File: src/rtl/mastermind_pkg.sv
// Shared Mastermind types and default sizing for the round controller, scorer and display.
package mastermind_pkg;

  typedef enum logic [2:0] {
    PRACTICE = 3'd0,
    ARMED    = 3'd1,
    LOCKED   = 3'd2,
    WON      = 3'd3,
    LOST     = 3'd4
  } game_state_t;

  localparam int DEF_NUM_PEGS    = 4;
  localparam int DEF_MAX_GUESSES = 10;

endpackage

File: src/rtl/game_mode_ctrl_guess_counter.sv
// Saturating guess counter with clear-over-increment priority; count/left/last follow the register.
// One-cycle update latency; no flow control, inc is sampled every edge.
module guess_counter #(
  parameter int MAX = 10,
  parameter int GW  = $clog2(MAX + 1)
) (
  input  logic          clk,
  input  logic          reset,
  input  logic          clr,
  input  logic          inc,
  output logic [GW-1:0] count,
  output logic [GW-1:0] left,
  output logic          last
);

  always_ff @(posedge clk or negedge reset) begin
    if (!reset) begin
      count <= '0;
    end else if (clr) begin
      count <= '0;
    end else if (inc && (count != GW'(MAX))) begin
      count <= count + GW'(1);
    end
  end

  assign left = GW'(MAX) - count;
  assign last = (count == GW'(MAX - 1));

endmodule

File: src/rtl/game_mode_ctrl.sv
// Mastermind round controller: practice/real mode, guess limit, win/loss latched until restart.
// Moore outputs change one clk edge after the inputs; no backpressure, guess_valid counts every high cycle.
module game_mode_ctrl
  import mastermind_pkg::*;
#(
  parameter  int NUM_PEGS    = DEF_NUM_PEGS,
  parameter  int MAX_GUESSES = DEF_MAX_GUESSES,
  localparam int PW          = $clog2(NUM_PEGS + 1),
  localparam int GW          = $clog2(MAX_GUESSES + 1)
) (
  input  logic          clk,
  input  logic          reset,
  input  logic          on,
  input  logic          off,
  input  logic          restart,
  input  logic          guess_valid,
  input  logic [PW-1:0] exact,
  output logic          real_game,
  output logic          locked,
  output logic [GW-1:0] guess_count,
  output logic [GW-1:0] guesses_left,
  output logic          win,
  output logic          lose,
  output logic          game_over
);

  game_state_t state, state_nxt;
  logic        win_real;
  logic        cnt_clr, cnt_inc, cnt_last;
  logic        hit;

  assign hit = guess_valid && (exact >= PW'(NUM_PEGS));

  guess_counter #(
    .MAX (MAX_GUESSES),
    .GW  (GW)
  ) u_guess_counter (
    .clk   (clk),
    .reset (reset),
    .clr   (cnt_clr),
    .inc   (cnt_inc),
    .count (guess_count),
    .left  (guesses_left),
    .last  (cnt_last)
  );

  always_ff @(posedge clk or negedge reset) begin
    if (!reset) begin
      state <= PRACTICE;
    end else begin
      state <= state_nxt;
    end
  end

  // Remembers whether the win was scored in real mode, captured on entry to WON.
  always_ff @(posedge clk or negedge reset) begin
    if (!reset) begin
      win_real <= 1'b0;
    end else if ((state != WON) && (state_nxt == WON)) begin
      win_real <= (state != PRACTICE);
    end
  end

  always_comb begin
    state_nxt = state;
    cnt_clr   = 1'b0;
    cnt_inc   = 1'b0;
    if (restart) begin
      state_nxt = PRACTICE;
      cnt_clr   = 1'b1;
    end else begin
      case (state)
        PRACTICE: begin
          if (hit)     state_nxt = WON;
          else if (on) state_nxt = ARMED;
        end
        ARMED, LOCKED: begin
          if (guess_valid) begin
            cnt_inc = 1'b1;
            if (hit)           state_nxt = WON;
            else if (cnt_last) state_nxt = LOST;
            else               state_nxt = LOCKED;
          end else if ((state == ARMED) && off) begin
            state_nxt = PRACTICE;
          end
        end
        default: state_nxt = state;
      endcase
    end
  end

  always_comb begin
    real_game = 1'b0;
    win       = 1'b0;
    lose      = 1'b0;
    case (state)
      ARMED, LOCKED: real_game = 1'b1;
      WON: begin
        real_game = win_real;
        win       = 1'b1;
      end
      LOST: begin
        real_game = 1'b1;
        lose      = 1'b1;
      end
      default: real_game = 1'b0;
    endcase
    locked    = real_game && (guess_count != '0);
    game_over = win | lose;
  end

endmodule

File: config.mk
export PLATFORM = sky130hd
export DESIGN_NAME = game_mode_ctrl
export DESIGN_NICKNAME = d
export VERILOG_FILES = /design/src/rtl/mastermind_pkg.sv /design/src/rtl/game_mode_ctrl_guess_counter.sv /design/src/rtl/game_mode_ctrl.sv
export SDC_FILE = /design/constraint.sdc
export NUM_CORES = 1
export LEC_CHECK = 0
export CAP_MARGIN = 25
export CORE_MARGIN = 3
export CORE_UTILIZATION = 40
export DETAILED_ROUTE_END_ITERATION = 10
export PLACE_DENSITY = 0.83
export REMOVE_ABC_BUFFERS = 1
export SETUP_SLACK_MARGIN = 0.1
export SYNTH_ARGS = -nofsm -noshare
export SYNTH_HDL_FRONTEND = slang
export SYNTH_HIERARCHICAL = 1
export SYNTH_SLANG_ARGS = --single-unit
File: constraint.sdc
create_clock -name clk -period 2 [get_ports clk]
set_clock_uncertainty 0.15 [all_clocks]
set_input_delay 0.3 -clock clk [delete_from_list [all_inputs] [get_ports clk]]
set_output_delay 0.3 -clock clk [all_outputs]
set_load 0.02 [all_outputs]
Word level (Yosys, flattened, before mapping):

Index checks and enable logic that the tools add are counted.

* register bits after elaboration: 8
* bits of input ports: 9
* output and inout bits: 13
* logic and storage cells: 43

* add/sub/neg operators: 2
* magnitude comparators: 1
* equality and inequality tests: 8
* multiplexer cells: 17
* bitwise logic cells: 1
* reduce and logical (&&, ||, !) cells: 11

Operators by type and width (number)
* 3-bit two-way mux: 7
* 3-bit by 2-bit equality test with 1-bit output (second input constant): 3
* 4-bit two-way mux: 2
* 1-bit two-way mux: 6
* 3-bit one-hot mux with 2 select lines: 1
* 1-bit logical AND: 5
* 4-bit by 1-bit adder with 4-bit output (second input constant): 1
* 4-bit equality test (second input constant): 1
* 4-bit inequality test (second input constant): 1
* 4-bit nonzero test: 1
* 4-bit subtractor (first input constant): 1
* 3-bit by 1-bit equality test with 1-bit output (second input constant): 1
* 3-bit equality test (second input constant): 1
* 3-bit >= comparator (second input constant): 1
* 3-bit logical NOT: 1
* 3-bit by 2-bit inequality test with 1-bit output (second input constant): 1
* 3-bit nonzero test: 1
* 3-bit OR reduction: 1
* 1-bit one-hot mux with 2 select lines: 1
* 2-bit nonzero test: 1
* 2-bit OR reduction: 1
* 1-bit OR: 1

Longest topological paths before layout:

* depth after elaboration: 8
* gate-level depth with buffers: 9
* mapped depth without buffers: 9

Modules after synthesis:

Netlist, hierarchy kept.

By module, submodules not included
* game_mode_ctrl: times used 1, cells an instance 44, area each 380.4 µm², sequential area each 100.1 µm²
* guess_counter: times used 1, cells an instance 29, area each 294.0 µm², sequential area each 100.1 µm²

Worst setup path before layout:

OpenSTA, ideal clock, no wires.

* kind: flip-flop to output port
* start: reg state[2]
* end: out locked
* data arrival time: 1.738 ns
* data required time: 1.550 ns
* setup slack: -0.188 ns
* cell stages (with the launch flop): 5
* cell sequence: dfrtp_1 > inv_1 > nor3_1 > o22a_1 > o41a_1

* cells in the longest elaborated chain, start to end: 4

Ends and longest elaborated chain
* start, declared: RTL line game_mode_ctrl.sv:27 `game_state_t state, state_nxt;`
* start signal, assigned: RTL line game_mode_ctrl.sv:51 `state <= state_nxt;`
* 3-bit by 1-bit equality test with 1-bit output, or another cell as far along: RTL line game_mode_ctrl.sv:96 `case (state)`
* 3-bit OR reduction (no line)
* 1-bit one-hot mux with 2 select lines (*): RTL line game_mode_ctrl.sv:96
* net real_game: RTL line game_mode_ctrl.sv:18 `output logic real_game,`
* 1-bit logical AND (*): RTL line game_mode_ctrl.sv:108 `locked = real_game && (guess_count != '0);`
* end, declared: RTL line game_mode_ctrl.sv:19 `output logic locked,`

The timed path passes the listed nets; every way through them passes the cells marked *.

Final worst setup path:

* start: reg u_guess_counter.count[0]
* end: reg win_real

* cells in the longest elaborated chain, start to end: 8

Ends and longest elaborated chain
* start, declared: RTL line game_mode_ctrl_guess_counter.sv:11 `output logic [GW-1:0] count,`
* start signal, assigned: RTL line game_mode_ctrl_guess_counter.sv:22 `count <= count + GW'(1);`
* 4-bit equality test: RTL line game_mode_ctrl_guess_counter.sv:27 `assign last = (count == GW'(MAX - 1));`
* net cnt_last: RTL line game_mode_ctrl.sv:29 `logic cnt_clr, cnt_inc, cnt_last;`
* 3-bit two-way mux: RTL line game_mode_ctrl.sv:81 `else if (cnt_last) state_nxt = LOST;`
* 3-bit two-way mux: RTL line game_mode_ctrl.sv:80 `if (hit) state_nxt = WON;`
* 3-bit two-way mux: RTL line game_mode_ctrl.sv:78 `if (guess_valid) begin`
* 3-bit one-hot mux with 2 select lines: RTL line game_mode_ctrl.sv:72 `case (state)`
* 3-bit two-way mux: RTL line game_mode_ctrl.sv:68 `if (restart) begin`
* 3-bit by 2-bit equality test with 1-bit output: RTL line game_mode_ctrl.sv:59 `end else if ((state != WON) && (state_nxt == WON)) begin`
* 1-bit logical AND: RTL line game_mode_ctrl.sv:59
* end signal, assigned: RTL line game_mode_ctrl.sv:60 `win_real <= (state != PRACTICE);`
* end, declared: RTL line game_mode_ctrl.sv:28 `logic win_real;`

The timed path passes the listed nets, and every way through them passes these cells.
A chain may end at the register's enable or synchronous reset.

==> results.md <==
- In the global route stage, overall resource usage came out at 18.0%.
- The antenna diode instance count is 0.
- The actual slew at the worst max-slew pin is 0.352 ns.
- The sequential cell area is 201 um2.
- Walking the worst path, the cells encountered are ha_2, nand2_2, nor2_2, nor2b_4, o2111a_1, a211oi_2, and4_1, mux2_4.
- By count the netlist is led by 8 x sky130_fd_sc_hd__dfrtp_1, 7 x sky130_fd_sc_hd__nor2_1, 6 x sky130_fd_sc_hd__nand2_1.
- Setup violations remaining at the end of the flow were counted as 0.
- Overall power consumption after layout is estimated at 0.584 mW.
- The maximum single-stage delay on the critical path is 0.43 ns.
- Excluding fillers, the count of instances in the completed layout stands at 128.
- The max-slew violation count is 0.
- The longest clock path from root to sink contains 2 buffers.
- The total number of H-tree levels is 1.
- After synthesis the cells add up to 674 um2.
- The internal power component is 0.389 mW.
- In the global route stage, met2 resource usage came out at 32.2%.
- The portion of the post-synthesis area used by sequential elements is 29.7%.
- In this run the critical register-to-register path is captured at win_real$_DFFE_PN0P_.
- Before antenna repair, the detailed router went through 4 iterations.
- Each instance of the synthesized netlist takes up on average 9.24 um2.
- In this run the cell area measured after placement is 993 um2.
- STA classifies the critical path endpoint as a register.
- In the final layout, the share of cells above drive strength 1 is 45.5%.
- The count of buffers added on input and output ports is 19.
- Synthesis produced 73 cells.
- After synthesis, the largest area contributor takes up 29.7% of total cell area.
- The worst-path maximum fanout is 4.
- Summing over every cut layer, the via total after detailed routing is 674.
- After routing, the total negative slack on setup checks comes to 0 ns.
- Wires add up to 1810 um.
- The TritonCTS clock tree is yes.
- The number of placed instances, taps included is 123.
- Entering global routing, the biggest net connects 9 pins.
- The effective utilization at floorplan is 43.8%.
- The later pin in the worst-skew pair is clocked with a latency of 0.24 ns.
- The placed wire-length estimate is 1330 um.
- The clock period could shrink to 1.97 ns.
- The wire length per cell after detailed routing is 14.1 um.
- At the worst endpoint, the arrival time is 1.95 ns.
- The flip-flop cell with the highest count after synthesis is sky130_fd_sc_hd__dfrtp_1.
- Net switching is 33.4% of the power.
- The total net switching power is 0.195 mW.
- The cell at the slowest stage of the critical path is sky130_fd_sc_hd__dfrtp_2.
- For this run, design rule violations remaining after detail routing come to 0.
- The multi-input logic area is 468 um2.
- The tree is rooted in a sky130_fd_sc_hd__clkbuf_4.
- The summed area of non-filler cells in the final layout is 1050 um2.
- The largest vdd supply drop is 0.421 mV.
- The total of warnings raised by yosys is 6.
- In the global route stage, met1 resource usage came out at 21.2%.
- The number of antenna violations at the first check in global routing came to 0.
- After synthesis, the cell types taking the most area are sky130_fd_sc_hd__dfrtp_1 30%, sky130_fd_sc_hd__ha_1 7.4%, sky130_fd_sc_hd__xor2_1 5.2%.
- Global routing used 3.83% of the available met3 tracks.
- The synthesized design contains 0 enable-type register cells.
- The weighted congestion at the end of routability-driven global placement is 0.836.
- In this run the horizontal extent of the chip is 47.1 um.
- The first routing iteration left 6 violations.
- Setup slack on the worst reg-to-reg path comes out at 0.03 ns.
- Row generation in the floorplan step produced 14 rows.
- The number of buffers inserted for hold repair after clock tree synthesis is 0.
- After the last flow step, the layout net total stands at 127.
- Setup repair after global routing could not meet its margin everywhere.
- The core region is 1540 um2.
- The source of the worst register-to-register timing path is u_guess_counter/count[0]$_DFFE_PN0P_.
- Derived from the worst setup path, the maximum achievable clock frequency is 507 MHz.
- The headroom to the max-slew limit is 76.5%.
- Buffers inserted during clock tree synthesis total 3.
- The final number of hold-violating endpoints is 0.
- For this run, asynchronously set or reset flops after synthesis account for 100%.
- The combinational cell fraction of total power is 46.1%.
- In this run the worst hold path is classified as in -> async.
- The post-detailed-route via-to-cell ratio is 5.27.
- The CTS sink count is 8.
- After synthesis the netlist holds a flip-flop and latch count of 8.
- The via count of the first global-routing pass is 705.
- From bottom edge to top edge, the die measures 47.1 um.
- STA puts the critical path data required time at 1.98 ns.
- The first global-routing pass estimated 2900 um of wire.
- Hold is met by 0.177 ns.
- The launching element type of the critical path is a register.
- The post-synthesis cell type with the largest combined area is sky130_fd_sc_hd__dfrtp_1.
- The tool flagged a number of max-cap violations equal to 0.
- The final critical path takes up 98.7% of the cycle.
- met2 is the most crowded layer.
- The layout has 116 filler cells.
- The critical path in this run is classified as reg -> reg.
- In this run the power density over the cells is 555 nW/um2.
- From synthesis to final layout, the design area changed by 56.2%.
- Of the total power, registers draw 33.6%.
- The overall die area is 2210 um2.
- The post-route antenna net violation count is 0.
- The analysis attributes to cell leakage a power of 0.538 nW.
- The worst register-to-register path has a depth of 8.
- The share of total power dissipated in the clock network is 20.3%.
- Yosys instantiated no cell more often than sky130_fd_sc_hd__dfrtp_1.
- The flow ran to the end, and the final reports show no timing, DRC or antenna violations.
- The overall overflow remaining after global route is 0.
- The number of distinct library cells after synthesis is 31.
- The CTS clock-pin slew for the worst setup and hold paths is 0.05 ns.
- Pin placement for this block handled 22 I/O pins.
==> state kept, by name (all words and copies together) (netlist names) <==
register and flops:
state 3, u_guess_counter/count 4, win_real 1
==> layout by cell type (no fill, tap or decap), types with 3 or more instances in the layout <==
cell,Yosys,routed
sky130_fd_sc_hd__clkdlybuf4s50_1,0,10
sky130_fd_sc_hd__o21ai_0,4,3
sky130_fd_sc_hd__xor2_1,4,4
sky130_fd_sc_hd__ha_1,4,3
sky130_fd_sc_hd__buf_4,3,20
sky130_fd_sc_hd__clkbuf_4,0,3
sky130_fd_sc_hd__nand2_1,6,5
sky130_fd_sc_hd__a21oi_2,2,3
sky130_fd_sc_hd__inv_1,4,4
sky130_fd_sc_hd__a21oi_1,5,4
sky130_fd_sc_hd__buf_2,0,4
sky130_fd_sc_hd__nor2_1,7,6
sky130_fd_sc_hd__dfrtp_1,8,7
==> metrics by stage <==
step | setup WS, ns | util [%]
4_1_cts | 0.0404 | 66.1
3_3_place_gp | -0.160 | 64.4
2_1_floorplan | -0.220 | -
5_1_grt | -0.0760 | 68.3
3_5_place_dp | -0.180 | 64.4
6_report | 0.0263 | 68.3
==> kinds of logic after synthesis <==
kind of cell / Yosys count / synth area share [%]
multiplexers: 2 / 3.15
buffers and inverters: 8 / 7.23
flip-flops: 8 / 29.7
AO/OA/AOI/OAI: 19 / 21.0
XOR/XNOR: 4 / 5.19
adder cells (fa/ha/maj): 4 / 7.42
AND/OR/NAND/NOR: 28 / 26.3
==> layout make-up <==
class,count,area share (%)
clock buffer,3,2.14
inverter,4,1.43
multi-input combinational,57,44.4
sequential,8,19.1
tap,16,1.90
timing repair buffer,40,31.0
==> worst max-delay path: cells and delay by family, from the launching register on <==
kind,cells,cell delay [ns]
fa+ha+maj,1,0.19
mux,1,0.31
simple gates,4,0.45
compound gates,2,0.32
flops,1,0.43
==> how the worst max path moves through the flow <==
stage / start / slack [ns] / depth (start not counted) / endpoint
finish: u_guess_counter/count[0]$_DFFE_PN0P_ / 0.03 / 8 / win_real$_DFFE_PN0P_
global route: u_guess_counter/count[1]$_DFFE_PN0P_ / -0.08 / 9 / win_real$_DFFE_PN0P_
CTS: u_guess_counter/count[0]$_DFFE_PN0P_ / 0.04 / 8 / win_real$_DFFE_PN0P_
detailed placement: guess_valid / -0.18 / 6 / win_real$_DFFE_PN0P_
global placement: guess_valid / -0.16 / 6 / win_real$_DFFE_PN0P_
floorplan: u_guess_counter/count[0]$_DFFE_PN0P_ / -0.22 / 8 / win_real$_DFFE_PN0P_
==> power groups by stage <==
stage                     sequential [mW]  clock (mW)  combinational (mW)
after global placement              0.197           0               0.243
after CTS                           0.196       0.124               0.254
after detailed placement            0.198           0               0.249
final                               0.196       0.119               0.270
after global routing                0.197       0.130               0.293
after floorplan                     0.219           0               0.100
==> repair_timing <==
item,CTS,global route
pin swaps,2,1
gates cloned,0,0
endpoints found under the setup margin,12,11
gates resized for setup,30,15
buffers inserted,1,1
==> layer usage <==
metal  up-vias  routed length [um]  part of all wire [%]
li1        338                   -                     -
met1       327                 760                    42
met2         9                 974                    54
met3         0                  76                   4.2
met4         0                   0                     0
met5         -                   0                     0
Note: power is estimated with default switching activity, not from simulation.
